$ cat src/rtl/sc_pkg.sv
// Shared stochastic-compute definitions: default precision/lane count (common
// with FSM_MUX), window length and the sn_counter state encoding.
package sc_pkg;

  localparam int SC_NUM_BIT = 8;
  localparam int SC_DIM     = 4;
  localparam int WIN_LEN    = 2 ** SC_NUM_BIT;

  typedef enum logic [1:0] {
    IDLE  = 2'd0,
    COUNT = 2'd1,
    DONE  = 2'd2
  } sn_cnt_state_t;

endpackage

$ cat src/rtl/sn_counter_lane_cnt.sv
// One lane's ones counter: cleared at window start, advances by the lane bit
// on each qualified sample, holds otherwise.
module sn_lane_cnt #(
  parameter int W = 9
) (
  input  logic         clk,
  input  logic         rst,
  input  logic         clear,
  input  logic         enable,
  input  logic         lane_bit,
  output logic [W-1:0] count
);

  // Lane ones-count register
  always_ff @(posedge clk) begin
    if (rst) begin
      count <= {W{1'b0}};
    end else if (clear) begin
      count <= {W{1'b0}};
    end else if (enable) begin
      count <= count + {{(W-1){1'b0}}, lane_bit};
    end else begin
      count <= count;
    end
  end

endmodule

$ cat src/rtl/sn_counter.sv
// Stochastic-to-binary converter: counts ones per lane over 2^NUM_BIT valid
// samples. Define SN_CNT_BIPOLAR_EN to emit bipolar (2*count - 2^NUM_BIT) results.
module sn_counter
  import sc_pkg::*;
#(
  parameter int NUM_BIT = SC_NUM_BIT,
  parameter int DIM     = SC_DIM
) (
  input  logic                        i_clk_sn_cnt,
  input  logic                        i_rst_sn_cnt,
  input  logic                        i_start_sn_cnt,
  input  logic                        i_stop_sn_cnt,
  input  logic                        i_isgen,
  input  logic [DIM-1:0]              i_sn_bit,
  output logic [DIM-1:0][NUM_BIT:0]   o_bn,
  output logic                        o_valid_sn_cnt,
  output logic                        o_busy_sn_cnt
);

  localparam logic [NUM_BIT:0] WIN_CNT = {1'b1, {NUM_BIT{1'b0}}};
  localparam logic [NUM_BIT:0] ONE     = {{NUM_BIT{1'b0}}, 1'b1};

  sn_cnt_state_t             state_r;
  logic [NUM_BIT:0]          sample_cnt_r;
  logic [NUM_BIT:0]          sample_next_s;
  logic [DIM-1:0][NUM_BIT:0] lane_cnt_s;
  logic [DIM-1:0][NUM_BIT:0] lane_final_s;
  logic [DIM-1:0][NUM_BIT:0] bn_load_s;
  logic                      lane_clear_s;
  logic                      lane_enable_s;
  logic                      last_sample_s;

  // Start clears lanes in every state; harmless outside COUNT and required on restart.
  assign lane_clear_s  = i_start_sn_cnt;
  assign lane_enable_s = (state_r == COUNT) && i_isgen;
  assign sample_next_s = sample_cnt_r + ONE;
  assign last_sample_s = lane_enable_s && !i_start_sn_cnt && !i_stop_sn_cnt
                         && (sample_next_s == WIN_CNT);

  generate
    for (genvar k = 0; k < DIM; k++) begin : g_lane
      sn_lane_cnt #(
        .W(NUM_BIT + 1)
      ) u_lane (
        .clk      (i_clk_sn_cnt),
        .rst      (i_rst_sn_cnt),
        .clear    (lane_clear_s),
        .enable   (lane_enable_s),
        .lane_bit (i_sn_bit[k]),
        .count    (lane_cnt_s[k])
      );
    end
  endgenerate

  // Result mapping, folding in the final sample that is still on the inputs
  always_comb begin
    lane_final_s = {(DIM * (NUM_BIT + 1)){1'b0}};
    bn_load_s    = {(DIM * (NUM_BIT + 1)){1'b0}};
    for (int k = 0; k < DIM; k++) begin
      lane_final_s[k] = lane_cnt_s[k] + {{NUM_BIT{1'b0}}, i_sn_bit[k]};
`ifdef SN_CNT_BIPOLAR_EN
      bn_load_s[k] = {lane_final_s[k][NUM_BIT-1:0], 1'b0} - WIN_CNT;
`else
      bn_load_s[k] = lane_final_s[k];
`endif
    end
  end

  // Window FSM, sample counter and registered outputs
  always_ff @(posedge i_clk_sn_cnt) begin
    if (i_rst_sn_cnt) begin
      state_r        <= IDLE;
      sample_cnt_r   <= {(NUM_BIT + 1){1'b0}};
      o_bn           <= {(DIM * (NUM_BIT + 1)){1'b0}};
      o_valid_sn_cnt <= 1'b0;
      o_busy_sn_cnt  <= 1'b0;
    end else begin
      case (state_r)
        IDLE: begin
          o_valid_sn_cnt <= 1'b0;
          if (i_start_sn_cnt) begin
            sample_cnt_r  <= {(NUM_BIT + 1){1'b0}};
            state_r       <= COUNT;
            o_busy_sn_cnt <= 1'b1;
          end else begin
            o_busy_sn_cnt <= 1'b0;
          end
        end
        COUNT: begin
          o_valid_sn_cnt <= 1'b0;
          if (i_start_sn_cnt) begin
            sample_cnt_r  <= {(NUM_BIT + 1){1'b0}};
            o_busy_sn_cnt <= 1'b1;
          end else if (i_stop_sn_cnt) begin
            state_r       <= IDLE;
            o_busy_sn_cnt <= 1'b0;
          end else if (last_sample_s) begin
            sample_cnt_r   <= sample_next_s;
            o_bn           <= bn_load_s;
            o_valid_sn_cnt <= 1'b1;
            o_busy_sn_cnt  <= 1'b0;
            state_r        <= DONE;
          end else if (i_isgen) begin
            sample_cnt_r <= sample_next_s;
          end else begin
            sample_cnt_r <= sample_cnt_r;
          end
        end
        DONE: begin
          o_valid_sn_cnt <= 1'b0;
          if (i_start_sn_cnt) begin
            sample_cnt_r  <= {(NUM_BIT + 1){1'b0}};
            state_r       <= COUNT;
            o_busy_sn_cnt <= 1'b1;
          end else begin
            state_r       <= IDLE;
            o_busy_sn_cnt <= 1'b0;
          end
        end
        default: begin
          state_r        <= IDLE;
          o_valid_sn_cnt <= 1'b0;
          o_busy_sn_cnt  <= 1'b0;
        end
      endcase
    end
  end

endmodule

$ cat config.mk
export PLATFORM = sky130hd
export DESIGN_NAME = sn_counter
export DESIGN_NICKNAME = d
export VERILOG_FILES = /design/src/rtl/sc_pkg.sv /design/src/rtl/sn_counter_lane_cnt.sv /design/src/rtl/sn_counter.sv
export SDC_FILE = /design/constraint.sdc
export NUM_CORES = 1
export LEC_CHECK = 0
export ABC_CLOCK_PERIOD_IN_PS = 3700
export BUFFER_PORTS_ARGS = -buffer_cell sky130_fd_sc_hd__clkbuf_2
export CORE_MARGIN = 3
export CORE_UTILIZATION = 65
export CTS_BUF_LIST = sky130_fd_sc_hd__clkbuf_8
export CTS_CLUSTER_DIAMETER = 60
export DETAILED_ROUTE_END_ITERATION = 10
export PLACE_DENSITY = 0.86
export SETUP_SLACK_MARGIN = 0.2
export SYNTH_ARGS = -nofsm -noshare
export SYNTH_HDL_FRONTEND = slang
export SYNTH_SLANG_ARGS = --single-unit
export TNS_END_PERCENT = 100
$ cat constraint.sdc
create_clock -name i_clk_sn_cnt -period 3.7 [get_ports i_clk_sn_cnt]
set_clock_uncertainty 0.2 [all_clocks]
set_input_delay 0.74 -clock i_clk_sn_cnt [delete_from_list [all_inputs] [get_ports i_clk_sn_cnt]]
set_output_delay 0.74 -clock i_clk_sn_cnt [all_outputs]
set_load 0.02 [all_outputs]
# --- Yosys cells after proc, flatten, opt, wreduce, memory -nomap -nowiden ---
# Index checks and enable logic that the tools add are counted.
# Widths: inputs -> output; s select.
classes:
  n_addsub: 5
  n_reduce_logical: 14
  muxes: 18
  eq_ne: 10
  bitwise: 3
op_table:
  columns: ["op", "n"]
  rows:
  - ["$mux 9", 5]
  - ["$add 9x1->9", 4]
  - ["$pmux 9 s2", 1]
  - ["$add 9x1->9 const B", 1]
  - ["$eq 9x9->1 const B", 1]
  - ["$mux 2", 4]
  - ["$ne 4x4->1 const B", 2]
  - ["$reduce_and 4->1", 2]
  - ["$mux 1", 6]
  - ["$ne 3x3->1 const B", 2]
  - ["$pmux 2 s3", 1]
  - ["$logic_and 1x1->1", 4]
  - ["$ne 2x2->1 const B", 2]
  - ["$reduce_or 2->1", 2]
  - ["$reduce_or 4->1", 1]
  - ["$not 1->1", 3]
  - ["$reduce_and 3->1", 1]
  - ["$eq 2x1->1 const B", 1]
  - ["$eq 2x2->1 const B", 1]
  - ["$logic_not 1->1", 2]
  - ["$logic_not 2->1", 1]
  - ["$ne 2x1->1 const B", 1]
  - ["$pmux 1 s2", 1]
  - ["$reduce_bool 2->1", 1]
word_totals:
  regBits: 85
  out_inout_bits: 38
  wordCells: 62

# --- Longest topological paths before layout ---
# Gate-level depths: netlist (run 1).
logic_depth:
  depth_word: 9
  mapped_depth: 7

# --- By module ---
# A second synthesis (run 1) with hierarchy kept.
hier_totals:
  cells_unflattened: 474
  area_unflattened_um2: 4277.9
modules_own_cells:
  columns: ["mod", "area_per_inst_um2", "cells_per_inst", "n_inst", "seq_area_each_um2"]
  rows:
  - ["sn_counter", 2633.8, 298, 1, 980.9]
  - ["sn_lane_cnt at g_lane[0].u_lane ...", 411.6, 44, 3, 180.2]
  - ["sn_lane_cnt at g_lane[3].u_lane", 409.1, 44, 1, 180.2]

# --- Worst setup path after synthesis (run 1) ---
# Ideal clock, no wire load.
synth_path:
  path_type: "input -> register"
  start: "in i_stop_sn_cnt"
  end: "reg o_busy_sn_cnt"
  required_ns: 3.366
  stages: 6
  arrival_time_ns: 2.136
  setup_slack_ns: 1.231
  setup_time_ns: 0.134
  path_cell_list: "nand2b_1 -> nor4b_2 -> o2111ai_4 -> buf_6 -> a31oi_1 -> a211oi_1"
synth_between:
  elab_chain_cells: 4
  word_cells_on_any_way: 7
synth_lines:
  columns: ["element", "line", "rtl"]
  rows:
  - ["start, declared", "sn_counter.sv:12", "input logic i_stop_sn_cnt,"]
  - ["$logic_not 1->1", "sn_counter.sv:37", "assign last_sample_s = lane_enable_s && !i_start_sn_cnt && !i_stop_sn_cnt"]
  - ["$logic_and 1x1->1", "sn_counter.sv:37", null]
  - ["$logic_and 1x1->1", "sn_counter.sv:38", "&& (sample_next_s == WIN_CNT);"]
  - ["$ne 4x4->1 (no source line)", null, null]
  - ["end signal, assigned", "sn_counter.sv:76", "o_busy_sn_cnt <= 1'b0;"]
  - ["end signal, assigned", "sn_counter.sv:84", "o_busy_sn_cnt <= 1'b1;"]
  - ["end signal, assigned", "sn_counter.sv:86", "o_busy_sn_cnt <= 1'b0;"]
  - ["end, declared", "sn_counter.sv:17", "output logic o_busy_sn_cnt"]
# Parallel ways exist; a longest one is shown, timed or not.
# A chain may end at the register's enable or synchronous reset.

# --- Worst setup path after layout (run 1) ---
layout_path:
  start: "reg sample_cnt_r[4]"
  end: "reg o_busy_sn_cnt"
layout_between:
  elab_chain_cells: 4
layout_lines:
  columns: ["element", "line", "rtl"]
  rows:
  - ["start, declared", "sn_counter.sv:24", "logic [NUM_BIT:0] sample_cnt_r;"]
  - ["start signal, assigned", "sn_counter.sv:73", "sample_cnt_r <= {(NUM_BIT + 1){1'b0}};"]
  - ["start signal, assigned", "sn_counter.sv:82", "sample_cnt_r <= {(NUM_BIT + 1){1'b0}};"]
  - ["start signal, assigned", "sn_counter.sv:92", "sample_cnt_r <= {(NUM_BIT + 1){1'b0}};"]
  - ["$add 9x1->9", "sn_counter.sv:36", "assign sample_next_s = sample_cnt_r + ONE;"]
  - ["$eq 9x9->1", "sn_counter.sv:38", null]
  - ["$logic_and 1x1->1", "sn_counter.sv:38", null]
  - ["$ne 4x4->1 (no source line)", null, null]
# Every way passes these cells.

==> results by group, run 1 <==
Synth
  • Synthesis-stage register bit count: 85
  • Syn Nets: 445
  • Mean Syn Cell Area: 9.07 sq um
  • Yosys top cell by area: dfxtp_1
  • Syn. warnings: 0
  • Most common cell in the synthesized netlist: dfxtp_1
  • Post-Syn Area: 3870 sq um
  • EDFF count, synth: 0
  • Async SR Flop Fraction: 0%
  • Synth cell types: 42
  • Synth top area cells: dfxtp_1 44%, mux2i_1 9.3%, nor2_1 6.3%, xor2_1 6.1%, xnor2_1 4.3%
  • Synth Flop Type: dfxtp_1
  • Synth cell count leaders: 85 x dfxtp_1, 65 x nor2_1, 42 x nand2_1
  • Share of the yosys chip area belonging to registers: 44.0%
  • Cells after synthesis: 427
  • Synth top area share: 44.0%

STA
  • Count of pins over their slew limit: 0
  • Final setup violation count: 0
  • Fmax: 403 MHz
  • RSZ-0062 raised after global routing: no
  • Worst-margin pin slew: 751 ps
  • Final period util: 67.0%
  • Post-route setup TNS: 0 ps
  • Fin. Hold Viols: 0
  • Minimum clock period: 2480 ps
  • Slew margin rel.: 49.9%

Clock network
  • Clock transition at path regs: 80 ps
  • CTS buffer count: 9
  • # H-tree levels: 3
  • Clock sink total: 85
  • Cts hold-fix bufs: 0
  • Bufs on Longest Clock Path: 2
  • Clock Latency Late Sink: 360 ps
  • CTS tree: built
  • Setup Buffers After CTS: 0
  • Root Buffer: clkbuf_8
  • Post-CTS sizing: 0

Detailed routing
  • Vias post-DR: 3126
  • Drt drc: 0
  • Wire length per cell: 14.7 um
  • Detailed-route wire length: 7960 um
  • First-pass detailed-route iteration total: 4
  • Antenna violation net count after detailed routing: 0
  • Iter 0 DRT Violations: 175
  • Drt via density: 5.77

Global routing
  • Total grt overflow: 0
  • Initial antenna violation count: 0
  • First-pass GRT wire length: 13800 um
  • Vias in the first global route: 3129
  • Largest net degree at the start of global routing: 48
  • Tot GR Track Use: 24.2%

Critical path
  • Crit. End Element: register
  • Critical Path AT: 2500 ps
  • Worst Path Max Fanout: 40
  • Data required, critical path: 3730 ps
  • Worst Setup Start Kind: register
  • CP cell instances: or4_1 -> nor4b_4 -> o2111ai_4 -> buf_4 -> a31oi_1 -> a211oi_1
  • CP startpoint: sample_cnt_r[4]
  • Reg-to-Reg End: o_busy_sn_cnt
  • Reg-to-Reg Start: sample_cnt_r[4]
  • Slowest library cell on the worst path: or4_1
  • R2R setup slack: 1220 ps
  • Worst r2r path cells: 6
  • Critical Path Max Stage Delay: 590 ps
  • Critical setup path kind: register to register

Power
  • Power Density: 394 nW/um^2
  • Total power: 1.71 mW
  • Worst vdd ir: 0.244 mV
  • P_leak: 1.96 nW

Floorplanning
  • Die Width: 83.2 um
  • Num rows: 27
  • Initial core utilization: 68.6%
  • Die height: 83.2 um
  • Core area: 5640 sq um
  • Die Footprint: 6920 sq um
  • IO Pins: 47

Min path
  • Hold Path End: g_lane[2].u_lane.count[0]
  • HP Class: register to register
  • Min-Delay Path Depth: 2
  • Hold path start: g_lane[2].u_lane.count[0]

Final layout
  • Post-layout util: 76.7%
  • Multi-input gate area: 2050 sq um
  • Layout cells sized above 1: 16.2%
  • Area Growth Syn to Fin: 11.8%
  • Ant. Diodes: 0
  • Fill count: 409
  • Layout Nets: 483
  • Storage cell area: 1700 sq um

Flow run
  • Number of max-cap violations: 0

Placed design
  • Gpl congestion: 0.805
  • I/O Buffers: 46
  • Dpl hpwl: 5150 um

Status
  • Status: finished clean
where the power goes:
group / leakage, nW / internal [mW] / total, mW / switching (mW)
logic: 1.15 / 0.0143 / 0.0522 / 0.0378
registers: 0.685 / 0.916 / 0.919 / 0.00278
clock network: 0.121 / 0.412 / 0.736 / 0.324
total: 1.96 / 1.34 / 1.71 / 0.364
cells by family (layout without fill, tap and decap cells):
kind of cell	Yosys count	count (layout)	share of synthesized area [%]
AO/OA/AOI/OAI	56	56	8.99
XOR/XNOR	46	46	10.4
adder cells (fa/ha/maj)	9	9	2.91
buffers and inverters	23	66	3.04
flip-flops	85	85	44.0
multiplexers	36	36	9.31
AND/OR/NAND/NOR	172	172	21.4
sequential cells by signal, indices dropped and copies added (netlist names):
register,count
o_valid_sn_cnt,1
state_r,2
sample_cnt_r,9
o_busy_sn_cnt,1
g_lane.u_lane.count,36
o_bn,36
stage by stage:
stage	area, sq um	hold slack [ps]	cells	worst slack (ps)
CTS	4330	264	542	1220
global placement	4100	245	526	1100
global route	4330	296	542	1070
floorplan	3870	240	427	1230
finish	4330	262	542	1220
detailed placement	4100	253	526	1020
critical path, delay by kind of cell (launching register included):
family,cells,cell delay [ps]
AOI/OAI and AO/OA,3,480
and+or+nand+nor,2,930
DFF,1,370
buffers and inverters,1,340
layout make-up:
type | instances | share of cell area [%]
clock buffers | 11 | 3.50
well taps | 72 | 2.08
repair buffers | 50 | 6.01
flip-flops and latches | 85 | 39.3
clock inverters | 5 | 1.71
multi-input cells | 319 | 47.4
per-layer routing:
layer  track usage, %  part of all wire (%)  vias to the layer above
met2             41.6                    49                       77
met3             6.94                   4.1                       22
met5                0                     0                        -
li1                 -                     -                     1549
met4             12.0                   2.8                        0
met1             27.4                    44                     1478
layout by cell type, fill, tap and decap left out, drive strengths merged, types with 7 or more instances in the layout:
cell and instances:
nand2 42, mux2i 36, nor4 7, or3 10
dfxtp 85, nand3 14, nor3 12, xnor2 19
ha 9, o21ai 13, nor2 65, a21oi 25
xor2 27, clkbuf 57
worst max path at each step:
| stage | to | slack, ps |
|---|---|---|
| 2_1_floorplan | o_busy_sn_cnt | 1230 |
| 3_3_place_gp | g_lane[3].u_lane.count[7] | 1100 |
| 3_5_place_dp | g_lane[3].u_lane.count[8] | 1020 |
| 4_1_cts | o_busy_sn_cnt | 1220 |
| 5_1_grt | g_lane[3].u_lane.count[8] | 1070 |
| 6_report | o_busy_sn_cnt | 1220 |
Note: power is estimated with default switching activity, not from simulation.
==> run 2, diff against run 1 <==
--- a/config.mk
+++ b/config.mk
@@ -5,14 +5,14 @@
 export SDC_FILE = /design/constraint.sdc
 export NUM_CORES = 1
 export LEC_CHECK = 0
-export ABC_CLOCK_PERIOD_IN_PS = 3700
+export ABC_CLOCK_PERIOD_IN_PS = 2250
 export BUFFER_PORTS_ARGS = -buffer_cell sky130_fd_sc_hd__clkbuf_2
 export CORE_MARGIN = 3
-export CORE_UTILIZATION = 65
+export CORE_UTILIZATION = 54
 export CTS_BUF_LIST = sky130_fd_sc_hd__clkbuf_8
 export CTS_CLUSTER_DIAMETER = 60
 export DETAILED_ROUTE_END_ITERATION = 10
-export PLACE_DENSITY = 0.86
+export PLACE_DENSITY = 0.76
 export SETUP_SLACK_MARGIN = 0.2
 export SYNTH_ARGS = -nofsm -noshare
 export SYNTH_HDL_FRONTEND = slang
==> constraint.sdc (replaced) <==
create_clock -name i_clk_sn_cnt -period 2.25 [get_ports i_clk_sn_cnt]
set_clock_uncertainty 0.2 [all_clocks]
set_input_delay 0.45 -clock i_clk_sn_cnt [delete_from_list [all_inputs] [get_ports i_clk_sn_cnt]]
set_output_delay 0.45 -clock i_clk_sn_cnt [all_outputs]
set_load 0.02 [all_outputs]
==> results by group, run 2 (synthesized netlist as in run 1, its figures left out) <==
Floorplanning
  • Die Width: 90.7 um
  • Core area: 6870 sq um
  • Die Footprint: 8220 sq um
  • Initial core utilization: 56.4%
  • IO Pins: 47
  • Num rows: 30
  • Die height: 90.7 um

STA
  • Count of pins over their slew limit: 0
  • Slew margin rel.: 66.2%
  • Fin. Hold Viols: 0
  • WHS: 272 ps
  • Fmax: 455 MHz
  • Final period util: 97.6%
  • Final setup violation count: 0
  • RSZ-0062 raised after global routing: yes
  • Worst-margin pin slew: 506 ps
  • Minimum clock period: 2200 ps

Critical path
  • Critical Path AT: 2230 ps
  • Worst Setup Start Kind: register
  • Crit path buffers/inverters: 1
  • Critical setup path kind: register to register
  • Data required, critical path: 2280 ps
  • Critical Path Max Stage Delay: 540 ps
  • Slowest library cell on the worst path: or4_4
  • CP cell instances: or4_4 -> nor4b_4 -> o2111ai_4 -> clkbuf_16 -> mux2i_1 -> nor2_1
  • Worst Path Max Fanout: 20
  • Crit. End Element: register
  • CP top delay family: simple AND/OR/NAND/NOR gates

Global routing
  • Vias in the first global route: 3068
  • Initial antenna violation count: 0
  • Tot GR Track Use: 20.6%
  • Largest net degree at the start of global routing: 48
  • First-pass GRT wire length: 13900 um
  • Total grt overflow: 0

Clock network
  • CTS tree: built
  • CTS buffer count: 9
  • Clock sink total: 85
  • Clock transition at path regs: 90 ps
  • Cts hold-fix bufs: 0
  • Bufs on Longest Clock Path: 2
  • Root Buffer: clkbuf_8
  • # H-tree levels: 3
  • Clock Latency Late Sink: 360 ps

Status
  • Status: finished clean

Min path
  • HP Class: register to register

Final layout
  • Commonest non-fill, non-tap cells in the layout: 84 x dfxtp_1, 65 x nor2_1, 46 x clkbuf_2, 42 x nand2_1, 35 x mux2i_1
  • Layout Nets: 494
  • Commonest non-fill, non-tap cell in the layout: dfxtp_1
  • Final Cell Area: 4550 sq um
  • Ant. Diodes: 0
  • Largest regs: g_lane.u_lane.count (36), o_bn (36), sample_cnt_r (9)
  • Area Growth Syn to Fin: 17.5%
  • Layout cells sized above 1: 20.0%

Detailed routing
  • Drt via density: 5.45
  • Drt drc: 0
  • Antenna violation net count after detailed routing: 0
  • Wire length per cell: 14.3 um
  • Detailed-route wire length: 8250 um
  • First-pass detailed-route iteration total: 4
  • Vias post-DR: 3143
  • Iter 0 DRT Violations: 152

Placed design
  • I/O Buffers: 46
  • Placed Instance Area: 4250 sq um
  • Gpl congestion: 0.792
  • Dpl hpwl: 5430 um

Power
  • Power Density: 641 nW/um^2
  • P_leak: 2.03 nW
  • Worst vdd ir: 0.405 mV

Flow run
  • Number of max-cap violations: 0
==> run 2: cell count changes in the layout (fill, tap and decap cells not counted), moves of 2 or more <==
cell        previous run  this run
clkbuf_8              11         9
buf_12                 0         2
clkinvlp_4             0         2
nor4_2                 2         4
clkinv_2               2         0
buf_4                  4        12
nor4_1                 5         3
==> run 2: through the flow <==
step                util (%)  setup slack (ps)  TNS [ps]  total power [mW]  cells
CTS                     65.5              73.8         0              2.94    576
global placement        61.9               122         0              1.64    560
detailed placement      61.9              85.0         0              1.64    560
finish                  66.2              53.6         0              2.92    577
global route            66.2             -24.4      -262              3.02    577
floorplan                  -               205         0              1.61    427
==> run 2: report_power, final <==
group | switching [mW] | total [mW] | internal [mW]
Clock | 0.566 | 1.31 | 0.742
Sequential | 0.00222 | 1.51 | 1.51
Combinational | 0.0682 | 0.101 | 0.0328
Total | 0.636 | 2.92 | 2.28
==> run 2: path summary, 6_finish.rpt <==
check                                  from                   endpoint  slack [ps]  depth (start not counted)
setup / recovery            sample_cnt_r[6]                   o_bn[31]          50                          6
hold reg to reg   g_lane[1].u_lane.count[0]  g_lane[1].u_lane.count[0]         270                          2
setup reg to reg            sample_cnt_r[6]                   o_bn[31]          50                          6
hold / removal    g_lane[1].u_lane.count[0]  g_lane[1].u_lane.count[0]         270                          2
==> run 2: final cells by class <==
type                            instances  area [sq um]
Fill cell                             576          2320
Multi-Input combinational cell        319          2090
Sequential cell                        85          1700
Timing Repair Buffer                   61           385
Clock buffer                            9           124
Clock inverter                          7           123
Tap cell                               96           120
==> run 2: layer usage <==
metal	track usage, %	up-vias	wire length (um)
li1	-	1575	-
met1	25.3	1485	3710
met2	33.8	65	4050
met3	3.92	18	279
met4	11.7	0	206
met5	0	-	0
==> run 2: worst min-delay path: stages, from the launching register on <==
cell,delay [ps]
dfxtp_1,320
nand2_1,60
a21oi_1,50
==> run 2: what timing repair did <==
item / 4_1_cts / 5_1_grt
setup endpoints to repair: 40 / 43
buffers inserted: 0 / 0
cloned: 0 / 1
hold endpoints to repair: 0 / 0
gates resized for setup: 0 / 6
==> run 3, diff against run 2 <==
--- a/config.mk
+++ b/config.mk
@@ -5,14 +5,14 @@
 export SDC_FILE = /design/constraint.sdc
 export NUM_CORES = 1
 export LEC_CHECK = 0
-export ABC_CLOCK_PERIOD_IN_PS = 2250
+export ABC_CLOCK_PERIOD_IN_PS = 2530
 export BUFFER_PORTS_ARGS = -buffer_cell sky130_fd_sc_hd__clkbuf_2
 export CORE_MARGIN = 3
-export CORE_UTILIZATION = 54
+export CORE_UTILIZATION = 65
 export CTS_BUF_LIST = sky130_fd_sc_hd__clkbuf_8
 export CTS_CLUSTER_DIAMETER = 60
 export DETAILED_ROUTE_END_ITERATION = 10
-export PLACE_DENSITY = 0.76
+export PLACE_DENSITY = 0.86
 export SETUP_SLACK_MARGIN = 0.2
 export SYNTH_ARGS = -nofsm -noshare
 export SYNTH_HDL_FRONTEND = slang
==> constraint.sdc (replaced) <==
create_clock -name i_clk_sn_cnt -period 2.53 [get_ports i_clk_sn_cnt]
set_clock_uncertainty 0.2 [all_clocks]
set_input_delay 0.506 -clock i_clk_sn_cnt [delete_from_list [all_inputs] [get_ports i_clk_sn_cnt]]
set_output_delay 0.506 -clock i_clk_sn_cnt [all_outputs]
set_load 0.02 [all_outputs]
==> results by group, run 3 (synthesized netlist as in run 1, its figures left out) <==
STA
  • Count of pins over their slew limit: 0
  • Fin. Hold Viols: 0
  • Fmax: 430 MHz
  • Worst-margin pin slew: 676 ps
  • Minimum clock period: 2330 ps
  • Final period util: 92.0%
  • RSZ-0062 raised after global routing: yes
  • Post-route setup TNS: 0 ps
  • Slew margin rel.: 54.9%
  • Final worst slack: 202 ps
  • Final setup violation count: 0

Final layout
  • Largest regs: g_lane.u_lane.count (36), o_bn (36), sample_cnt_r (9)
  • Commonest non-fill, non-tap cells in the layout: 84 x dfxtp_1, 65 x nor2_1, 46 x clkbuf_2, 42 x nand2_1, 36 x mux2i_1
  • Area Growth Syn to Fin: 17.4%
  • Post-layout util: 80.6%
  • Commonest non-fill, non-tap cell in the layout: dfxtp_1
  • Layout Nets: 495
  • Layout cells sized above 1: 18.5%
  • Ant. Diodes: 0

Power
  • Worst vdd ir: 0.450 mV
  • Power Density: 545 nW/um^2
  • P_leak: 2.07 nW
  • Total power: 2.48 mW

Clock network
  • Bufs on Longest Clock Path: 2
  • CTS buffer count: 9
  • Clock Latency Late Sink: 360 ps
  • Clock sink total: 85
  • Clock transition at path regs: 80 ps
  • Cts hold-fix bufs: 0
  • CTS tree: built
  • # H-tree levels: 3
  • Root Buffer: clkbuf_8

Detailed routing
  • Wire length per cell: 16.7 um
  • Detailed-route wire length: 9230 um
  • First-pass detailed-route iteration total: 5
  • Iter 0 DRT Violations: 253
  • Vias post-DR: 3353
  • Drt drc: 0
  • Drt via density: 6.06
  • Antenna violation net count after detailed routing: 0

Critical path
  • Critical Path Max Stage Delay: 550 ps
  • Critical Path AT: 2360 ps
  • Crit path buffers/inverters: 2
  • Reg-to-Reg Start: sample_cnt_r[4]
  • CP startpoint: sample_cnt_r[4]
  • Worst Setup Start Kind: register
  • Slowest library cell on the worst path: or4_4
  • Crit. End Element: register
  • Data required, critical path: 2560 ps
  • CP cell instances: or4_4 -> nor4b_4 -> o2111ai_4 -> buf_12 -> clkbuf_16 -> mux2i_1 -> nor2_1
  • Critical path depth: 7
  • Worst Path Max Fanout: 7
  • Worst r2r path cells: 7
  • CP top delay family: simple AND/OR/NAND/NOR gates
  • Critical setup path kind: register to register

Global routing
  • Met2 usage: 41.0%
  • Most used routing layer: met2
  • Tot GR Track Use: 23.5%
  • Largest net degree at the start of global routing: 48
  • Met1 usage in global routing: 27.4%
  • Vias in the first global route: 3099
  • Total grt overflow: 0
  • First-pass GRT wire length: 13600 um
  • Initial antenna violation count: 0
  • Met3 usage: 6.05%

Placed design
  • Gpl congestion: 0.839
  • Dpl ws: 169 ps
  • Dpl hpwl: 5250 um
  • I/O Buffers: 46

Status
  • Status: finished clean

Min path
  • Hold path start: g_lane[3].u_lane.count[0]
  • Min-Delay Path Depth: 2
  • HP Class: register to register

Floorplanning
  • Die Footprint: 6920 sq um
  • Initial core utilization: 68.6%
  • Core area: 5640 sq um
  • IO Pins: 47
  • Die Width: 83.2 um
  • Num rows: 27
  • Die height: 83.2 um

Flow run
  • Number of max-cap violations: 0
[run 3: per-stage QoR]
step	std cells	hold slack, ps	instance area [sq um]
after detailed placement	532	258	4160
after global placement	532	245	4160
after CTS	547	270	4380
final	553	268	4550
after global routing	553	296	4550
after floorplan	427	240	3870
[run 3: power by group]
group	internal, mW	total, mW	switching (mW)
Clock	0.572	1.05	0.474
Sequential	1.34	1.34	0.00403
Combinational	0.0267	0.0871	0.0604
[run 3: final cells by class]
cell class	instances	area, sq um
multi-input cells	319	2060
fillers	337	1100
clock inverters	5	76.3
flip-flops and latches	85	1700
repair buffers	62	474
clock buffers	10	138
well taps	72	90.1
[run 3: layer usage]
metal  part of all wire [%]  vias up
li1                       -     1577
met1                     40     1596
met4                    2.6        0
met5                      0        -
met3                    6.6       26
met2                     50      154
[run 3: path summary, 6_finish.rpt]
path / end / slack (ps)
hold / removal: g_lane[3].u_lane.count[0] / 270
setup / recovery: o_bn[16] / 200
setup reg to reg: o_bn[16] / 200
hold reg to reg: g_lane[3].u_lane.count[0] / 270
[run 3: repair_timing]
action,CTS,global route
cloned,0,5
pin swaps,0,2
setup endpoints to repair,18,32
resized for setup,2,7
setup buffers,0,1
[run 3: worst reg2reg max path, delay by kind of cell (launching register included)]
family                 cells  cell delay, ps
AO/OA/AOI/OAI              1             180
flip-flops                 1             360
AND/OR/NAND/NOR            3             910
multiplexers               1             180
buffers and inverters      2             380
